## src/rtl/wb_regfile_pkg.sv

```systemverilog
// rtl/wb_regfile_pkg.sv - shared widths and writeback-select encoding
package wb_regfile_pkg;

    localparam int DATA_W   = 32;
    localparam int ADDR_W   = 5;
    localparam int NUM_REGS = 1 << ADDR_W;
    localparam int REG_ZERO = 0;

    typedef enum logic {
        WB_SEL_ALU = 1'b0,
        WB_SEL_MEM = 1'b1
    } wb_sel_e;

    function automatic logic isZeroReg(input logic [ADDR_W-1:0] addr);
        return addr == ADDR_W'(REG_ZERO);
    endfunction

endpackage

```

## src/rtl/wb_regfile_gpr_array.sv

```systemverilog
// rtl/wb_regfile_gpr_array.sv - register storage, one sync write port, two async read ports
module gpr_array #(
    parameter int DATA_W = wb_regfile_pkg::DATA_W,
    parameter int ADDR_W = wb_regfile_pkg::ADDR_W
) (
    input  logic              clk,
    input  logic              rst_n,
    input  logic              we,
    input  logic [ADDR_W-1:0] wAddr,
    input  logic [DATA_W-1:0] wData,
    input  logic [ADDR_W-1:0] rAddrA,
    input  logic [ADDR_W-1:0] rAddrB,
    output logic [DATA_W-1:0] rDataA,
    output logic [DATA_W-1:0] rDataB
);

    localparam int DEPTH = 1 << ADDR_W;

    logic [DATA_W-1:0] mem [DEPTH];

    always_ff @(posedge clk or negedge rst_n) begin
        if (!rst_n) begin
            for (int i = 0; i < DEPTH; i++) begin
                mem[i] <= '0;
            end
        end else if (we && (wAddr != '0)) begin
            mem[wAddr] <= wData;
        end
    end

    // Entry 0 is never written, but the read side forces zero as well so the rule holds by construction.
    assign rDataA = (rAddrA == '0) ? '0 : mem[rAddrA];
    assign rDataB = (rAddrB == '0) ? '0 : mem[rAddrB];

endmodule

```

## src/rtl/wb_regfile.sv

```systemverilog
// rtl/wb_regfile.sv - writeback mux, commit control, bypass and commit counter around gpr_array
module wb_regfile #(
    parameter int DATA_W = wb_regfile_pkg::DATA_W,
    parameter int ADDR_W = wb_regfile_pkg::ADDR_W
) (
    input  logic              clk,
    input  logic              rst_n,
    input  logic              RegWrite_in,
    input  logic              Mem2Reg_in,
    input  logic [ADDR_W-1:0] RdAddr_in,
    input  logic [DATA_W-1:0] MemAddr_in,
    input  logic [DATA_W-1:0] MemReadData_in,
    input  logic [ADDR_W-1:0] RsAddr_in,
    input  logic [ADDR_W-1:0] RtAddr_in,
    output logic [DATA_W-1:0] RsData_out,
    output logic [DATA_W-1:0] RtData_out,
    output logic [DATA_W-1:0] WbData_out,
    output logic              WbValid_out,
    output logic [31:0]       WbCount_out
);
    import wb_regfile_pkg::*;

    logic              we;
    logic [DATA_W-1:0] arrRs;
    logic [DATA_W-1:0] arrRt;
    logic [31:0]       wbCount;

    assign WbData_out = (wb_sel_e'(Mem2Reg_in) == WB_SEL_MEM) ? MemReadData_in : MemAddr_in;

    // rst_n gates the commit so a held reset also disables the bypass path.
    assign we          = rst_n && RegWrite_in && (RdAddr_in != ADDR_W'(REG_ZERO));
    assign WbValid_out = we;

    gpr_array #(
        .DATA_W (DATA_W),
        .ADDR_W (ADDR_W)
    ) u_gpr (
        .clk    (clk),
        .rst_n  (rst_n),
        .we     (we),
        .wAddr  (RdAddr_in),
        .wData  (WbData_out),
        .rAddrA (RsAddr_in),
        .rAddrB (RtAddr_in),
        .rDataA (arrRs),
        .rDataB (arrRt)
    );

    assign RsData_out = (we && (RsAddr_in == RdAddr_in)) ? WbData_out : arrRs;
    assign RtData_out = (we && (RtAddr_in == RdAddr_in)) ? WbData_out : arrRt;

    always_ff @(posedge clk or negedge rst_n) begin
        if (!rst_n) begin
            wbCount <= '0;
        end else if (we) begin
            wbCount <= wbCount + 32'd1;
        end
    end

    assign WbCount_out = wbCount;

endmodule

```

## config.mk

```make
export PLATFORM = sky130hd
export DESIGN_NAME = wb_regfile
export DESIGN_NICKNAME = d
export VERILOG_FILES = /design/src/rtl/wb_regfile_pkg.sv /design/src/rtl/wb_regfile_gpr_array.sv /design/src/rtl/wb_regfile.sv
export SDC_FILE = /design/constraint.sdc
export NUM_CORES = 2
export LEC_CHECK = 0
export CAP_MARGIN = 15
export CORE_UTILIZATION = 55
export CTS_CLUSTER_SIZE = 8
export DETAILED_ROUTE_END_ITERATION = 12
export PLACE_DENSITY = 0.73
export SLEW_MARGIN = 20
export SYNTH_ARGS = -nofsm -noshare
export SYNTH_HDL_FRONTEND = slang
export SYNTH_SLANG_ARGS = --single-unit
```

## constraint.sdc

```tcl
create_clock -name clk -period 2.6 [get_ports clk]
set_input_delay 0.26 -clock clk [delete_from_list [all_inputs] [get_ports clk]]
set_output_delay 0.26 -clock clk [all_outputs]
set_load 0.01 [all_outputs]
```

## Word-level counts from Yosys, hierarchy flattened

Index checks and enable logic that the tools add are counted.

| operators by class | value |
|---|---|
| multiply operators | 0 |
| shift operators | 0 |
| reduce and logical (&&, ||, !) cells | 9 |
| equal/unequal tests | 2 |
| mux-type cells | 14 |
| div/mod/pow operators | 0 |
| order comparisons | 4 |
| bitwise logic cells | 3 |
| $add $sub $neg | 1 |

Operators by type and width:

| operator | count |
|---|---|
| $bwmux W1024 | 1 |
| $bmux W32 S5 | 2 |
| $mux W32 | 10 |
| $demux W32 S5 | 1 |
| $add A32 B1 Y32 const B | 1 |
| $ge A6 B6 Y1 const B | 3 |
| $not A5 Y6 | 3 |
| $eq A5 B5 Y1 | 2 |
| $logic_not A5 Y1 | 2 |
| $logic_and A1 B1 Y1 | 6 |
| $lt A6 B1 Y1 const B | 1 |
| $reduce_bool A5 Y1 | 1 |

| word-level totals | value |
|---|---|
| memories kept | 0 |
| word-level logic and storage cells | 66 |
| register bits | 1056 |
| latch bits | 0 |
| ROM bits | 0 |
| output and inout bits | 129 |
| memory bits (writable) | 0 |

## Logic depth before layout (Yosys ltp)

| depth | value |
|---|---|
| depth after elaboration | 6 |
| depth in mapped cells | 10 |
| depth with buffers taken out | 6 |

## Hierarchy

Synthesis repeated with hierarchy kept, for this count alone.

| unflattened totals | value |
|---|---|
| cells, all modules | 3873 |
| area total of the unflattened synthesis | 57380.0 µm² |

By module, submodules not included:

| module | cells an instance | times used | area an instance (µm²) |
|---|---|---|---|
| gpr_array | 3621 | 1 | 54369.6 |
| wb_regfile | 252 | 1 | 3010.4 |

## Worst setup path before layout

Ideal clock, no wire load.

| timing path | value |
|---|---|
| path type | input to output |
| start | input port RtAddr_in[0] |
| end | output port RtData_out[10] |
| path slack | 0.352 ns |
| buffers on the path | 3 |
| cell stages on the path | 7 |
| arrival | 1.988 ns |
| data required time | 2.340 ns |
| cells stage by stage | buf_2 -> buf_2 -> buf_2 -> mux4_2 -> a22oi_1 -> nand4_1 -> mux2_2 |

| between the ends | value |
|---|---|
| word-level cells in the longest chain between the ends | 6 |
| elaborated cells on any way between the ends | 9 |
| those cells by class | 1 x eq/ne; 5 x mux; 1 x bitwise; 2 x reduce/logical |

Ends and longest elaborated chain:

| element | line | text |
|---|---|---|
| from (decl) | wb_regfile.sv:14 | `input logic [ADDR_W-1:0] RtAddr_in,` |
| $not A5 Y6 (not written as such) | wb_regfile_gpr_array.sv:33 | `assign rDataB = (rAddrB == '0) ? '0 : mem[rAddrB];` |
| $bmux W32 S5 | wb_regfile_gpr_array.sv:33 |  |
| $mux W32 (not written as such) (2 in series) | wb_regfile_gpr_array.sv:33 |  |
| $mux W32 | wb_regfile_gpr_array.sv:33 |  |
| $mux W32 * | wb_regfile.sv:50 | `assign RtData_out = (we && (RtAddr_in == RdAddr_in)) ? WbData_out : arrRt;` |
| to (decl) | wb_regfile.sv:16 | `output logic [DATA_W-1:0] RtData_out,` |

Every way passes the cells marked *; elsewhere a longest branch is shown, timed or not. The select of a mux whose other input is x is not followed.

## Final worst setup path

| timing path | value |
|---|---|
| start | register u_gpr.mem[11] (netlist bit) |
| end | output port RtData_out[11] |

| between the ends | value |
|---|---|
| word-level cells in the longest chain between the ends | 5 |

Ends and longest elaborated chain:

| element | line | text |
|---|---|---|
| from (decl) | wb_regfile_gpr_array.sv:19 | `logic [DATA_W-1:0] mem [DEPTH];` |
| from (signal, indexed assignment) | wb_regfile_gpr_array.sv:27 | `mem[wAddr] <= wData;` |
| $bmux W32 S5 | wb_regfile_gpr_array.sv:33 |  |
| $mux W32 (not written as such) (2 in series) | wb_regfile_gpr_array.sv:33 |  |
| $mux W32 | wb_regfile_gpr_array.sv:33 |  |
| $mux W32 | wb_regfile.sv:50 |  |

Every way passes these cells. The select of a mux whose other input is x is not followed.

==> impl_metrics.env <==
export IMPL_start_util_pct=55.6
export IMPL_fin_ws_ps=-515
export IMPL_numCtsBuffers=149
export IMPL_track_usage_pct=41.5
export IMPL_fin_cells=7111
export IMPL_finalWirelength_um=210000
export IMPL_dieArea_um2=101000
export IMPL_crit_required_ps=2340
export IMPL_grt_max_degree=177
export IMPL_grt_pass1_vias=49040
export IMPL_root_buffer="clkbuf_16"
export IMPL_r2r_end="WbCount_out[23]$_DFFE_PN0P_"
export IMPL_post_route_period_util_pct=120
export IMPL_top_usage_layer="met2"
export IMPL_syn_num_nets=5330
export IMPL_rrSetupSlack_ps=770
export IMPL_grt_pass1_wl_um=311000
export IMPL_wire_per_inst_um=29.6
export IMPL_grt_antenna_before_repair=5
export IMPL_synth_area_leaders="dfrtp_1 48%, mux4_2 12%, a21oi_1 7.8%"
export IMPL_final_net_count=5901
export IMPL_cellPowerDensity_nw_per_um2=737
export IMPL_hp_class="input port to register"
export IMPL_setup_viol=62
export IMPL_vdd_ir_drop_max_uv=539
export IMPL_die_w_um=318
export IMPL_finalInstanceArea_um2=70700
export IMPL_ys_ff_latch=1056
export IMPL_synth_distinct_cells=50
export IMPL_worst_setup_path_start_kind="register"
export IMPL_hold_viol_final=0
export IMPL_clk_latency_ps=740
export IMPL_clk_pin_slew_ps=50
export IMPL_critPathCaptureType="output pin"
export IMPL_r2r_start="WbCount_out[10]$_DFFE_PN0P_"
export IMPL_ant_nets=0
export IMPL_worstPathMaxFanout=3
export IMPL_async_reset_ff_share_pct=100
export IMPL_ys_seq_area_share_pct=48.3
export IMPL_avgSynthCellArea_um2=10.4
export IMPL_syn_area_um2=54800
export IMPL_crit_type="register to output pin"
export IMPL_rows=115
export IMPL_vias=49170
export IMPL_skew_ps=3.62
export IMPL_htreeDepth=4
export IMPL_grt_met1_usage_pct=51.7
export IMPL_final_common_cell="dfrtp_1"
export IMPL_layout_drive_gt1_share_pct=32.4
export IMPL_tightest_slew_ps=1040
export IMPL_met3_usage_pct=16.0
export IMPL_numClockSinks=1056
export IMPL_placed_cell_area_um2=63700
export IMPL_cts_path_max_buffers=3
export IMPL_maxSlewHeadroom_pct=30.8
export IMPL_ys_flop_type="dfrtp_1"
export IMPL_period_minus_slack_ps=3110
export IMPL_timing_fmax_mhz=321
export IMPL_overflow=0
export IMPL_drc_errors=0
export IMPL_place_gp_congestion=0.986
export IMPL_grt_met2_usage_pct=59.9
export IMPL_cp_startpoint="u_gpr.mem[11]$_DFFE_PN0P_"
export IMPL_worstRegToRegCells=5
export IMPL_crit_end="RtData_out[11]"
export IMPL_violations="negative setup slack"
export IMPL_cp_arrival_ps=2850
export IMPL_syn_inst=5246
export IMPL_routed_via_density=6.91
export IMPL_fin_tns_setup_ps=-9640
export IMPL_io_buffers=211
export IMPL_slew_viol_final=0
export IMPL_p_leak_nw=30.9
export IMPL_cts_tree="yes"
export IMPL_chipHeight_um=318
export IMPL_yosysTopAreaCell="dfrtp_1"
export IMPL_dr_first_iter_drc_count=7115
export IMPL_status="complete, but fails checks"
export IMPL_post_place_cells=6838
export IMPL_yosys_warnings=0
export IMPL_dp_hpwl_um=137000
export IMPL_layout_common_cells="1056 x dfrtp_1, 818 x nor2_1, 808 x a21oi_1"
export IMPL_synth_edf_count=0
export IMPL_yosys_area_top_type_share_pct=48.3
export IMPL_ioPinCount=212
export IMPL_maxCapViolCount=0
export IMPL_area_growth_pct=29.0
export IMPL_drtPass1Iterations=9
export IMPL_rsz0062_at_grt="true"
export IMPL_core_area_um2=98600
==> synthesized netlist by cell type, types with 28 or more instances <==
library cell and n:
dfrtp_1 1056, a21oi_1 858, nor2_1 836, clkbuf_1 401, mux4_2 296, mux2i_1 249
nand2_1 234, mux2_2 215, o21ai_0 199, a22oi_1 181, o22ai_1 121, buf_2 119
nand3_1 55, a211oi_1 49, nor3_1 45, nor2b_1 36, inv_1 34, nand4_1 28
==> metrics by stage <==
stage                     utilization [%]  power, mW  hold WS [ps]  setup WS (ps)
final                                71.7       52.1           142           -515
after global routing                 71.7       53.8           146           -542
after CTS                            71.0       51.2          38.7           -397
after detailed placement             64.6       33.2           363          -1250
after global placement               64.6       32.6           360          -1330
after floorplan                         -       28.1         -35.6            352
==> registers in the layout, summed over array words and instances, names as in the netlist <==
name,count
WbCount_out,32
u_gpr.mem,1024
==> layer usage <==
| metal | vias to the layer above | part of all wire [%] |
|---|---|---|
| met5 | - | 0.011 |
| met4 | 4 | 7.8 |
| met3 | 978 | 14 |
| met2 | 3916 | 44 |
| met1 | 24219 | 35 |
| li1 | 20053 | - |
==> worst max-delay path: stages, from the launching register on <==
cell     delay [ps]
dfrtp_1         380
mux4_2          470
a22oi_1         260
nand4_1         330
buf_4           270
mux2_4          270
buf_6           120
==> cells by family after synthesis <==
| kind of cell | share of synthesized area (%) |
|---|---|
| buf+inv | 4.45 |
| xor+xnor | 0.656 |
| compound gates | 15.1 |
| flops | 48.3 |
| simple gates | 10.4 |
| mux | 21.1 |
| fa+ha+maj | 0.0228 |
==> how the worst min path moves through the flow <==
stage	to	start	cells after the start
after floorplan	WbCount_out[0]$_DFFE_PN0P_	rst_n	0
after global placement	u_gpr.mem[992]$_DFFE_PN0P_	u_gpr.mem[992]$_DFFE_PN0P_	0
after detailed placement	u_gpr.mem[996]$_DFFE_PN0P_	u_gpr.mem[996]$_DFFE_PN0P_	0
after CTS	WbCount_out[0]$_DFFE_PN0P_	rst_n	5
after global routing	WbCount_out[1]$_DFFE_PN0P_	rst_n	6
final	WbCount_out[1]$_DFFE_PN0P_	rst_n	6
==> where the power goes <==
| part | switching, mW | total, mW | internal, mW |
|---|---|---|---|
| Sequential | 2.33 | 21.7 | 19.4 |
| Clock | 6.98 | 17.2 | 10.2 |
| Combinational | 6.65 | 13.2 | 6.56 |
| Total | 16.0 | 52.1 | 36.1 |
==> area by class of cell <==
type | instances | area, µm²
Clock buffer | 152 | 3800
Sequential cell | 1056 | 26400
Inverter | 35 | 131
Fill cell | 6413 | 27900
Multi-Input combinational cell | 3602 | 28700
Antenna cell | 2 | 5.00
Clock inverter | 4 | 42.5
Timing Repair Buffer | 973 | 9930
Tap cell | 1287 | 1610
==> repair_timing <==
item | CTS | global route
endpoints found under the setup margin | 64 | 64
pin swaps | 202 | 96
hold buffers | 1 | 0
gates cloned | 2 | 0
resized for setup | 631 | 117
setup buffers | 139 | 35
endpoints found under the hold margin | 123 | 0
Note: power is estimated with default switching activity, not from simulation.
